File: src/rtl/addr_encoder_sync.sv
// rtl/addr_encoder_sync.sv - synchronised, debounced one-hot selector to binary address encoder
module addr_encoder_sync #(
    parameter int N          = 15,
    parameter int AW         = 4,
    parameter int DEB_CYCLES = 4,
    parameter int PRIORITY   = 0
) (
    input  logic          clk,
    input  logic          rst,
    input  logic          en,
    input  logic [N-1:0]  addr_in,
    output logic [AW-1:0] addr_out,
    output logic          addr_valid,
    output logic          key_held,
    output logic          err,
    output logic          key_release
);
    typedef enum logic [1:0] {IDLE, DEB, HELD, LOCK} state_t;

    localparam int            CW       = $clog2(DEB_CYCLES) + 1;
    localparam logic [CW-1:0] CNT_ONE  = CW'(1);
    localparam logic [CW-1:0] CNT_LAST = CW'(DEB_CYCLES - 1);
    localparam logic [N-1:0]  BUS_ONE  = N'(1);

    logic [N-1:0]  sync1, sync2, cand, cand_nx;
    logic [CW-1:0] cnt, cnt_nx;
    state_t        state, state_nx;
    logic [AW-1:0] addr_nx, cand_addr;
    logic          valid_nx, err_nx, rel_nx, onehot;

    // Ascending scan: the last set bit seen is the highest, which gives bit N-1 top priority.
    always_comb begin
        cand_addr = '0;
        for (int i = 0; i < N; i++) begin
            if (cand[i]) cand_addr = (i == N - 1) ? '0 : AW'(i + 1);
        end
    end

    assign onehot = ((cand & (cand - BUS_ONE)) == '0);

    always_comb begin
        state_nx = state;
        cnt_nx   = cnt;
        cand_nx  = cand;
        addr_nx  = addr_out;
        valid_nx = 1'b0;
        err_nx   = 1'b0;
        rel_nx   = 1'b0;
        if (!en) begin
            state_nx = IDLE;
            cnt_nx   = '0;
        end else begin
            case (state)
                IDLE: begin
                    if (sync2 != '0) begin
                        cand_nx  = sync2;
                        cnt_nx   = CNT_ONE;
                        state_nx = DEB;
                    end
                end
                DEB: begin
                    if (sync2 == '0) begin
                        state_nx = IDLE;
                    end else if (sync2 != cand) begin
                        cand_nx = sync2;
                        cnt_nx  = CNT_ONE;
                    end else if (cnt == CNT_LAST) begin
                        cnt_nx = '0;
                        if (onehot || PRIORITY != 0) begin
                            addr_nx  = cand_addr;
                            valid_nx = 1'b1;
                            state_nx = HELD;
                        end else begin
                            err_nx   = 1'b1;
                            state_nx = LOCK;
                        end
                    end else begin
                        cnt_nx = cnt + CNT_ONE;
                    end
                end
                HELD, LOCK: begin
                    // Any nonzero sample restarts release debouncing; pattern changes are ignored.
                    if (sync2 != '0) begin
                        cnt_nx = '0;
                    end else if (cnt == CNT_LAST) begin
                        cnt_nx   = '0;
                        rel_nx   = (state == HELD);
                        state_nx = IDLE;
                    end else begin
                        cnt_nx = cnt + CNT_ONE;
                    end
                end
                default: state_nx = IDLE;
            endcase
        end
    end

    always_ff @(posedge clk) begin
        if (rst) begin
            sync1       <= '0;
            sync2       <= '0;
            cand        <= '0;
            cnt         <= '0;
            state       <= IDLE;
            addr_out    <= '0;
            addr_valid  <= 1'b0;
            err         <= 1'b0;
            key_release <= 1'b0;
        end else begin
            sync1       <= addr_in;
            sync2       <= sync1;
            cand        <= cand_nx;
            cnt         <= cnt_nx;
            state       <= state_nx;
            addr_out    <= addr_nx;
            addr_valid  <= valid_nx;
            err         <= err_nx;
            key_release <= rel_nx;
        end
    end

    assign key_held = (state == HELD);
endmodule
File: config.mk
export PLATFORM = sky130hd
export DESIGN_NAME = addr_encoder_sync
export DESIGN_NICKNAME = d
export VERILOG_FILES = /design/src/rtl/addr_encoder_sync.sv
export SDC_FILE = /design/constraint.sdc
export NUM_CORES = 1
export LEC_CHECK = 0
export CORE_UTILIZATION = 40
export DETAILED_ROUTE_END_ITERATION = 8
export DONT_BUFFER_PORTS = 1
export GPL_TIMING_DRIVEN = 0
export PLACE_DENSITY_LB_ADDON = 0.1
export SYNTH_ARGS = -nofsm -noshare
export SYNTH_HDL_FRONTEND = slang
export SYNTH_SLANG_ARGS = --single-unit
File: constraint.sdc
create_clock -name clk -period 4.4 [get_ports clk]
set_input_delay 0.22 -clock clk [delete_from_list [all_inputs] [get_ports clk]]
set_output_delay 0.22 -clock clk [all_outputs]
set_load 0.01 [all_outputs]
Yosys cells after proc, flatten, opt, wreduce, memory -nomap -nowiden
Cells that the tools add are included.

Bits in registers: 57. Input port bits: 18. Output and inout port bits: 8. Logic and storage cells: 78.

Add/subtract/negate cells: 2. Eq/ne operators: 12. Multiplexer cells: 35. Bitwise gates (word level): 7. Reduce and logical (&&, ||, !) cells: 13.

Operators by type and width (number): $mux W4 (13); $mux W15 (3); $logic_not A15 Y1 (2); $pmux W15 S2 (1); $and A15 B15 Y15 (1); $mux W3 (5); $ne A15 B15 Y1 (1); $reduce_bool A15 Y1 (1); $sub A15 B1 Y15 const B (1); $mux W2 (7); $ne A2 B2 Y1 const B (5); $reduce_and A5 Y1 (2); $pmux W3 S3 (1); $ne A3 B3 Y1 const B (2); $not A1 Y1 (6); $pmux W2 S3 (1); $reduce_and A6 Y1 (1); $reduce_or A6 Y1 (1); $reduce_or A5 Y1 (1); $eq A2 B2 Y1 const B (2); $mux W1 (4); $reduce_or A2 Y1 (2); $add A3 B1 Y3 const B (1); $eq A3 B2 Y1 const B (1); 4 further kinds (4).

Depth between registers and ports, before layout
Word-level depth: 15. Mapped depth: 9. Mapped depth without buffers: 7.

Worst setup path before layout
No wires, ideal clock.

Kind: register -> register. From: register cand[3]. To: register addr_out[2]. Library setup time: 0.070 ns. Arrival: 2.027 ns. Required time: 4.330 ns. Setup slack: 2.304 ns. Stages on the path, launching flop included: 8. Path buffers: 1. Clock period less this slack: 2.096 ns. Path through: dfxtp_1 > buf_6 > nor4_4 > nand3_2 > a2111oi_4 > o211ai_4 > or4_1 > a21oi_1.

Longest elaborated chain between the ends: 12. Elaborated cells between the ends (all ways): 18. Those cells by class: add/sub: 1; eq/ne: 1; mux: 12; bitwise: 2; reduce/logical: 2.

RTL lines: from (decl) (RTL line 25) `logic [N-1:0] sync1, sync2, cand, cand_nx;`; from (signal assigned) (RTL line 112) `cand <= cand_nx;`; parallel branches: the longest is 12 deep, another holds $sub A15 B1 Y15; to (signal assigned) (RTL line 115) `addr_out <= addr_nx;`; to (decl) (RTL line 12) `output logic [AW-1:0] addr_out,`.

Several ways; the timed one is not identified. A chain may end at the register's enable or synchronous reset.

Worst setup path in the final report
From: register cand[12]. To: register addr_out[2].

Longest elaborated chain between the ends: 4. Elaborated cells between the ends (all ways): 9. Those cells by class: add/sub: 1; eq/ne: 1; mux: 3; bitwise: 2; reduce/logical: 2.

RTL lines: $sub A15 B1 Y15 (RTL line 39) `assign onehot = ((cand & (cand - BUS_ONE)) == '0);`; $and A15 B15 Y15 (RTL line 39); $logic_not A15 Y1 (RTL line 39); $reduce_and A6 Y1 (no source line).

Parallel ways exist; a longest one is shown, timed or not.

==> summary.txt <==
status - complete, no violations
post_cts resized - 0
root buffer cell - clkbuf_8
detailed placement HPWL - 3420 um
global-route usage over all layers - 16.7%
Synth cell types - 45
FMAX - 404 MHz
grt ovf - 0
leak pwr - 1.11 nW
antenna violations before repair - 0
maximum buffer depth of the clock tree - 2
clock insertion delay at the later pin of the skew report - 0.33 ns
Port Buf Inserts - 0
top sig layer - met4
Placer Congestion - 0.747
Reg clk slew, reported paths - 0.07 ns
Top delay family on crit path - simple AND/OR/NAND/NOR gates
commonest cells after routing, fill and taps aside - dfxtp_1 (57), nor2b_1 (32), nor2_1 (25), mux2i_1 (16), xnor2_1 (15)
Gate Count Post-Synth - 254
CP bufs+invs - 1
top_reg_cell synth - dfxtp_1
n_diodes - 0
Clock Skew - 0.00797 ns
Die Y - 81.3 um
area of the core - 5990 sq um
Worst Tran Pin Value - 0.489 ns
crit path from - cand[12]$_SDFFE_PP0P_
setup_tns - 0 ns
Yosys reg bits - 57
CP cell instances - clkbuf_1 -> xnor2_1 -> nand4_1 -> nor4_4 -> nand4_2 -> or4_1 -> a21oi_1
synthesis-to-finish area growth - 16.6%
Slowest Stage Delay on Critical Path - 0.57 ns
Avg Synthesized Cell Area - 9.91 sq um
Max-slew headroom - 67.1%
CTS H-tree depth - 3
Reg-to-Reg Start - cand[12]$_SDFFE_PP0P_
min-delay worst type - in -> reg
Crit Path Max Fanout - 10
CP Class - reg -> reg
IO Pins - 26
RSZ-0062 raised after global routing - false
Detail Route Antenna Nets - 0
share of layout cells above drive strength 1 - 14.4%
yosys warns - 0
Setup WS pre-CTS - 1.91 ns
Max Cap Viol - 0
Hold Fails Final Rpt - 0
pwr/cell area - 428 nW/um^2
1st-iter DRT viols - 41
commonest non-fill, non-tap cell in the layout - dfxtp_1
Post-route DRC - 0
Final Slew Violations - 0
min-delay src - addr_in[3]
Worst setup EP type - register
minimum clock period - 2.47 ns
Slowest-stage cell, CP - or4_1
Hold-fix buffers, CTS - 8
largest net degree at the start of global routing - 11
Die X - 81.3 um
drt total wl - 4790 um
Syn Nets - 273
wire per inst - 13.6 um
first-pass GRT wire length - 7980 um
TritonCTS clock tree - built
final worst path period share - 56.2%
DIE AREA - 6610 sq um
Post-synth EDFFs - 0
peak supply drop - 289 uV
first-pass iteration count of the detailed router - 4
Final WS setup - 1.93 ns
Cell Rows - 28
CTS Sinks - 57
setup violators final - 0
CTS buffer count - 9
Seq/Total Area, Yosys - 45.4%
Util after Layout - 49.0%
initial core utilization - 42.0%
Worst EP required - 4.67 ns
ys async rst share - 0%
Worst setup SP type - register
met3 routed WL - 150 um
synthesized area - 2520 sq um
number of global-route vias before repair - 1,657
Via density - 4.96
Vias - 1,751
Post CTS Setup Buffer Count - 0
arrival time at the worst endpoint - 2.74 ns
nets - 292
WL met2 - 2160 um
wl on met1 - 2400 um
[logic make-up (layout without fill, tap and decap cells)]
kind of cell / Yosys count / in the layout / synth area share (%)
simple gates: 105 / 105 / 25.2
flops: 57 / 57 / 45.4
compound gates: 36 / 36 / 10.2
buf+inv: 24 / 48 / 7.16
mux: 16 / 16 / 6.36
xor+xnor: 15 / 15 / 5.22
fa+ha+maj: 1 / 1 / 0.497
[layout make-up]
class / count / area (sq um)
repair buffers: 8 / 80.1
fillers: 586 / 3060
well taps: 75 / 93.8
inverters: 3 / 11.3
plain buffers: 21 / 169
flip-flops and latches: 57 / 1140
clock inverters: 5 / 103
multi-input cells: 173 / 1190
clock buffers: 11 / 141
[worst register-to-register path, cell delays in order (launching register included)]
cell      delay, ns
dfxtp_1        0.30
clkbuf_1       0.36
xnor2_1        0.18
nand4_1        0.15
nor4_4         0.39
nand4_2        0.31
or4_1          0.58
a21oi_1        0.14
[sequential cells by signal, summed over array words and instances, names as in the netlist]
name / count
state: 2
cnt: 3
err: 1
cand: 15
sync2: 15
addr_out: 4
addr_valid: 1
key_release: 1
sync1: 15
[stage by stage]
stage	instance area, sq um	instances	hold WS (ns)	total power, mW
4_1_cts	2930	353	0.000243	1.27
6_report	2930	353	0.0134	1.26
3_5_place_dp	2610	329	0.354	0.669
5_1_grt	2930	353	0.0169	1.31
3_3_place_gp	2610	329	0.351	0.668
2_1_floorplan	2520	254	0.348	0.647
[per-layer routing]
layer,vias up,global-route usage [%]
met5,-,0
met4,0,8.57
met3,8,4.38
met2,28,25.4
met1,794,21.5
li1,921,-
[report_power, final]
group,internal [mW],switching (mW),leakage [nW]
Combinational,0.0556,0.0606,0.523
Sequential,0.534,0.0116,0.467
Clock,0.391,0.203,0.120
Total,0.980,0.275,1.11
[synth_stat cells (4+ instances only)]
cell type,instances,area [sq um]
dfxtp_1,57,1140
nor2b_1,32,200
nor2_1,25,93.8
mux2i_1,16,160
xnor2_1,15,131
a21oi_1,14,70.1
o21ai_0,9,45.0
nand4_1,8,50.1
nor3_1,8,40.0
buf_6,7,78.8
clkbuf_1,7,26.3
nor4_1,6,37.5
buf_4,4,30.0
nand2_1,4,15.0
nand2b_1,4,25.0
[final timing paths]
kind,endpoint,slack [ns],cells after the start
worst max-delay path,addr_out[2]$_SDFFE_PP0P_,1.93,7
worst min-delay path,sync1[3]$_SDFF_PP0_,0.01,1
worst max register to register,addr_out[2]$_SDFFE_PP0P_,1.93,7
worst min register to register,sync2[0]$_SDFF_PP0_,0.44,1
(Power assumes the default switching activity.)
